$ cat src/rtl/sum_accum.sv
// Block accumulator: adds sum0+sum1 per accepted beat and emits one result per NUM_SAMPLES beats.
// Optional macro SUM_ACCUM_SAT_EN: accumulate adds saturate to all-ones instead of wrapping.
module sum_accum #(
  parameter int SW          = 9,
  parameter int NUM_SAMPLES = 4,
  parameter int AW          = 12
) (
  input  logic          clk,
  input  logic          rst_n,
  input  logic          in_valid,
  output logic          in_ready,
  input  logic [SW-1:0] sum0,
  input  logic [SW-1:0] sum1,
  input  logic          clr,
  output logic          out_valid,
  input  logic          out_ready,
  output logic [AW-1:0] out_data,
  output logic          out_ovf
);

  localparam int CW = (NUM_SAMPLES > 1) ? $clog2(NUM_SAMPLES) : 1;
  localparam logic [CW-1:0] LAST = CW'(NUM_SAMPLES - 1);

  logic [AW-1:0] acc;
  logic [CW-1:0] cnt;
  logic          ovf_acc;

  logic [SW:0]   bsum;
  logic [AW:0]   sum_ext;
  logic          carry;
  logic [AW-1:0] acc_next;
  logic          accept;

  assign in_ready = ~out_valid | out_ready;
  assign accept   = in_valid & in_ready;

  always_comb begin
    bsum    = {1'b0, sum0} + {1'b0, sum1};
    sum_ext = {1'b0, acc} + (AW+1)'(bsum);
    carry   = sum_ext[AW];
`ifdef SUM_ACCUM_SAT_EN
    acc_next = carry ? '1 : sum_ext[AW-1:0];
`else
    acc_next = sum_ext[AW-1:0];
`endif
  end

  always_ff @(posedge clk) begin
    if (!rst_n) begin
      acc       <= '0;
      cnt       <= '0;
      ovf_acc   <= 1'b0;
      out_valid <= 1'b0;
      out_data  <= '0;
      out_ovf   <= 1'b0;
    end else begin
      // handshake first so a same-cycle completion below re-asserts out_valid
      if (out_valid && out_ready)
        out_valid <= 1'b0;
      if (clr) begin
        acc     <= '0;
        cnt     <= '0;
        ovf_acc <= 1'b0;
      end else if (accept) begin
        if (cnt == LAST) begin
          out_data  <= acc_next;
          out_ovf   <= ovf_acc | carry;
          out_valid <= 1'b1;
          acc       <= '0;
          cnt       <= '0;
          ovf_acc   <= 1'b0;
        end else begin
          acc     <= acc_next;
          cnt     <= cnt + 1'b1;
          ovf_acc <= ovf_acc | carry;
        end
      end
    end
  end

endmodule

$ cat config.mk
export PLATFORM = sky130hd
export DESIGN_NAME = sum_accum
export DESIGN_NICKNAME = d
export VERILOG_FILES = /design/src/rtl/sum_accum.sv
export SDC_FILE = /design/constraint.sdc
export NUM_CORES = 1
export LEC_CHECK = 0
export CAP_MARGIN = 5
export CORE_UTILIZATION = 25
export DETAILED_ROUTE_END_ITERATION = 12
export GPL_ROUTABILITY_DRIVEN = 0
export PLACE_DENSITY_LB_ADDON = 0.08
export SETUP_SLACK_MARGIN = 0.15
export SYNTH_ARGS = -nofsm -noshare
export SYNTH_HDL_FRONTEND = slang
export SYNTH_SLANG_ARGS = --single-unit
$ cat constraint.sdc
create_clock -name clk -period 5.66 [get_ports clk]
set_clock_uncertainty 0.15 [all_clocks]
set_input_delay 0.849 -clock clk [delete_from_list [all_inputs] [get_ports clk]]
set_output_delay 0.849 -clock clk [all_outputs]
set_load 0.02 [all_outputs]
== After elaboration in Yosys (flattened, before gate mapping) ==
Index checks and enable logic that the tools add are counted.
Storage, ports and cells
  output and inout port bits: 15
  flip-flop bits (word level): 29
  word-level logic and storage cells: 26
  input bits: 23
Cells by class
  muxes and demuxes: 7
  bitwise gates (word level): 6
  equality and inequality tests: 1
  add/sub/neg operators: 3
  reduce and logical (&&, ||, !) cells: 3
Operators by type and width (number)
  12-bit by 10-bit adder with 13-bit output: 1
  12-bit 2-to-1 mux: 1
  9-bit by 9-bit adder with 10-bit output: 1
  1-bit 2-to-1 mux: 5
  1-bit NOT: 3
  3-bit AND reduction: 1
  2-bit by 1-bit adder with 2-bit output, second input constant: 1
  2-bit == test, second input constant: 1
  2-bit 2-to-1 mux: 1
  1-bit bitwise OR: 2
  2-bit OR reduction: 1
  1-bit AND: 1
  1-bit logical AND: 1

== Longest topological paths before layout ==
  word-level depth: 5
  depth in mapped cells: 11
  mapped depth without buffers: 11

== Worst setup path after synthesis ==
No wires, ideal clock.
  path kind: input to register
  start: input sum0[5]
  end: register acc[8]
  library setup time: 0.118 ns
  stages on the path: 7
  arrival time: 2.766 ns
  buffers on the path: 0
  data required time: 5.392 ns
  setup slack: 2.626 ns
  path through: fa_1 > ha_1 > a21o_2 > a31o_2 > or4_1 > o211ai_1 > o21ai_1
Between the ends
  longest elaborated chain between the ends: 3
Ends and longest elaborated chain
  start, declared: RTL line 12  | input logic [SW-1:0] sum0,
  9-bit by 9-bit adder with 10-bit output: RTL line 38  | bsum = {1'b0, sum0} + {1'b0, sum1};
  12-bit by 10-bit adder with 13-bit output: RTL line 39  | sum_ext = {1'b0, acc} + (AW+1)'(bsum);
  12-bit 2-to-1 mux: RTL line 65  | if (cnt == LAST) begin
  end signal, assigned: RTL line 73  | acc <= acc_next;
  end, declared: RTL line 24  | logic [AW-1:0] acc;
No other way between the ends.
A chain may end at the register's enable or synchronous reset.

== Final worst setup path ==
  start: input sum0[0]
  end: register out_data[11]
Between the ends
  longest elaborated chain between the ends: 2
Ends and longest elaborated chain
  9-bit by 9-bit adder with 10-bit output: RTL line 38
  12-bit by 10-bit adder with 13-bit output: RTL line 39
  end signal, assigned: RTL line 66  | out_data <= acc_next;
  end, declared: RTL line 17  | output logic [AW-1:0] out_data,
No other way between the ends.

==> impl_results.md <==
- Core area: 0.00679 mm^2
- Clock Latency Late Sink: 0.28 ns
- Slew @ Worst Pin: 0.732 ns
- CP endpoint kind: flip-flop
- CTS Root Cell: clkbuf_8
- Vias in the first global route: between 1.5k and 2k
- Number of DRC markers in iteration 0: 65
- Die Span X: between 80 and 90 um
- Routed Antenna Nets: 0
- Chip Height: 86.0 um
- CTS tree: yes
- Count of cell types in the netlist: 40
- Hold/Removal Path Class: reg -> reg
- Worst rel slew slack: 50.9%
- Highest-count cells in the layout ignoring fill and taps: 37 x clkdlybuf4s50_1, 29 x dfxtp_1, 20 x nand2_1, 20 x a21oi_1, 13 x nor2_1
- Max-cap violations: 0
- Final worst path period need: around 3.5 ns
- Full die area: around 0.0074 mm^2
- Status: finished clean
- Final Hold Viols: 0
- Seq pwr share: 38.8%
- I/O pin cnt: 38
- Net Sw Frac: between 30% and 40%
- Clock Path Buffers: 2
- Most common cell after layout, fill and taps aside: clkdlybuf4s50_1
- Post-cts sizing count: 0
- Peak VDD IR: 0.0674 mV
- Layout Nets: 278
- Starting Density: 26.0%
- Port Buffer Count: 37
- Post-route DRC: 0
- Number of H-tree levels: 2
- CP startpoint kind: primary input
- Yosys warns: 0
- CP most frequent cell: inv_1
- Hold_ws: 0.303 ns
- Fill cells: 721
- Fin Setup TNS: 0 ns
- P_leak: 0.849 nW
- Sw Pwr: 181 uW
- Layout area overhead: 29.9%
- Final setup vio count: 0
- Critical path arrival: around 3.5 ns
- Syn Nets: 245
- Seq cells post-synth: 29
- First-pass GRT wire length: between 7 and 8 mm
- CP delay by family, top: adder cells
- Clock-pin slew on the worst setup and hold paths: 0.07 ns
- Largest net degree at the start of global routing: 19
- Instance count of the mapped netlist: ~200
- Unrepaired setup endpoints after global routing: no
- Total power: 555 uW
- Pwr dens: 242 mW/mm^2
- Total GRT Usage: 13.5%
- Worst path required time: 5.65 ns
- Max Freq: 286 MHz
- Slew Limit Fails: 0
- Final period utilization: between 60% and 70%
- Initial antenna violation count: 0
- Overflow after GRT: 0
- Syn avg cell area: approximately 8.7 um^2
- Max stage delay on crit path: 0.46 ns
- Critical path fanouts, max: 3
- HPWL Detailed: ~3.4 mm
- Post-CTS Hold Fix Bufs: 0
- Register area share after synthesis: 32.9%
- CP max stage cell: clkdlybuf4s50_1
- Critical path class: in -> reg
- Sink Count: 29
- Bufs and invs on worst path: 4
- Setup bufs post-CTS: 0
- Wirelength per Cell: 13.9 um
- Layout cells sized above 1: 4.66%
- FP Rows: 30
- Inserted Clock Buffers: 5
- Vias: 1578
- Cell area after synthesis: 0.00176 mm^2
- Clk pwr share: 30.4%
- Vias/cell: 4.75
- Int Pwr: around 370 uW
- Ant. Diodes: 0
- Total Wirelength: between 4 and 5 mm
- Worst-path cell chain: clkdlybuf4s50_1 -> inv_1 -> fa_1 -> inv_1 -> ha_1 -> inv_1 -> fa_1 -> nor2b_1 -> o2111ai_1 -> a31oi_1 -> xnor2_1 -> a21oi_1
- Comb power frac: 30.8%
- Drt pass-1 iters: 4
flip-flops by register name, summed over array words and instances, names as in the netlist:
name and count:
cnt 2, acc 12, out_ovf 1, ovf_acc 1
out_valid 1, out_data 12
synthesized netlist by cell type (all sizes together):
| library cell | n | area (um^2) |
|---|---|---|
| a32oi | 2 | 17.5 |
| nand2b | 2 | 12.5 |
| a31o | 1 | 8.76 |
| o2111ai | 2 | 17.5 |
| nor4 | 1 | 6.26 |
| and3 | 3 | 18.8 |
| o21a | 3 | 22.5 |
| dfxtp | 29 | 581 |
| o211ai | 2 | 15.0 |
| nor2 | 13 | 48.8 |
| a2111o | 1 | 11.3 |
| nor3b | 2 | 15.0 |
| a31oi | 6 | 37.5 |
| and4b | 1 | 10.0 |
| fa | 10 | 200 |
| o21ai | 10 | 50.1 |
| xnor2 | 5 | 43.8 |
| inv | 9 | 33.8 |
| or3b | 1 | 8.76 |
| ha | 10 | 125 |
| a22oi | 2 | 15.0 |
| or3 | 2 | 13.8 |
| nand2 | 20 | 75.1 |
| a21oi | 20 | 100 |
| nor3 | 5 | 25.0 |
| nand3b | 3 | 22.5 |
| a211oi | 3 | 22.5 |
| buf | 4 | 20.0 |
| or4 | 2 | 15.0 |
| a21o | 5 | 38.8 |
| clkbuf | 7 | 26.3 |
| nand3 | 8 | 40.0 |
| nand4b | 3 | 26.3 |
| and4 | 1 | 10.0 |
| nor2b | 1 | 6.26 |
| a2111oi | 1 | 8.76 |
| o31ai | 2 | 15.0 |
final timing paths:
path	start	slack (ns)	depth (start not counted)	endpoint
min	out_data[1]$_SDFFE_PN0P_	0.30	2	out_data[1]$_SDFFE_PN0P_
max reg2reg	acc[1]$_SDFFE_PP0P_	2.91	9	out_data[11]$_SDFFE_PN0P_
max	sum0[0]	2.17	12	out_data[11]$_SDFFE_PN0P_
min reg2reg	out_data[1]$_SDFFE_PN0P_	0.30	2	out_data[1]$_SDFFE_PN0P_
layer usage:
layer	global-route usage [%]	wire length, um	share of wire (%)	vias to the layer above
met2	22.0	2150	47	27
met3	2.98	154	3.3	5
met4	3.94	53	1.1	0
li1	-	-	-	798
met1	17.7	2260	49	748
met5	0	0	0	-
cells by family after synthesis:
| logic type | count (synthesis) | synth area share, % |
|---|---|---|
| AND/OR/NAND/NOR | 68 | 20.1 |
| AO/OA/AOI/OAI | 60 | 21.6 |
| flip-flops | 29 | 32.9 |
| buffers and inverters | 20 | 4.54 |
| adder cells (fa/ha/maj) | 20 | 18.4 |
| XOR/XNOR | 5 | 2.48 |
through the flow:
step           instance area [um^2]  instances  util (%)  setup WS (ns)
2_1_floorplan                  1760        202         -           2.63
5_1_grt                        2290        332      33.7           1.98
4_1_cts                        2290        332      33.7           2.15
3_5_place_dp                   2210        324      32.5           1.87
6_report                       2290        332      33.7           2.17
3_3_place_gp                   2210        324      32.5           1.89
area by class of cell:
cell class              instances  area [um^2]  share of cell area, %
well taps                      96          120                   5.24
flip-flops and latches         29          581                   25.3
repair buffers                 37          370                   16.2
clock buffers                   6         72.6                   3.17
inverters                       9         33.8                   1.47
multi-input cells             153         1100                   48.2
clock inverters                 2         10.0                  0.437
tightest hold or removal path, delay by kind of cell, from the launching register on:
| kind | cells | cell delay [ns] |
|---|---|---|
| DFF | 1 | 0.31 |
| and+or+nand+nor | 1 | 0.05 |
| AOI/OAI and AO/OA | 1 | 0.05 |
power groups by stage:
stage | registers [mW] | clock network (mW) | logic [mW]
2_1_floorplan | 0.219 | 0 | 0.124
3_3_place_gp | 0.220 | 0 | 0.174
3_5_place_dp | 0.220 | 0 | 0.172
4_1_cts | 0.215 | 0.176 | 0.173
5_1_grt | 0.216 | 0.185 | 0.196
6_report | 0.215 | 0.168 | 0.171
Note: power is estimated with default switching activity, not from simulation.
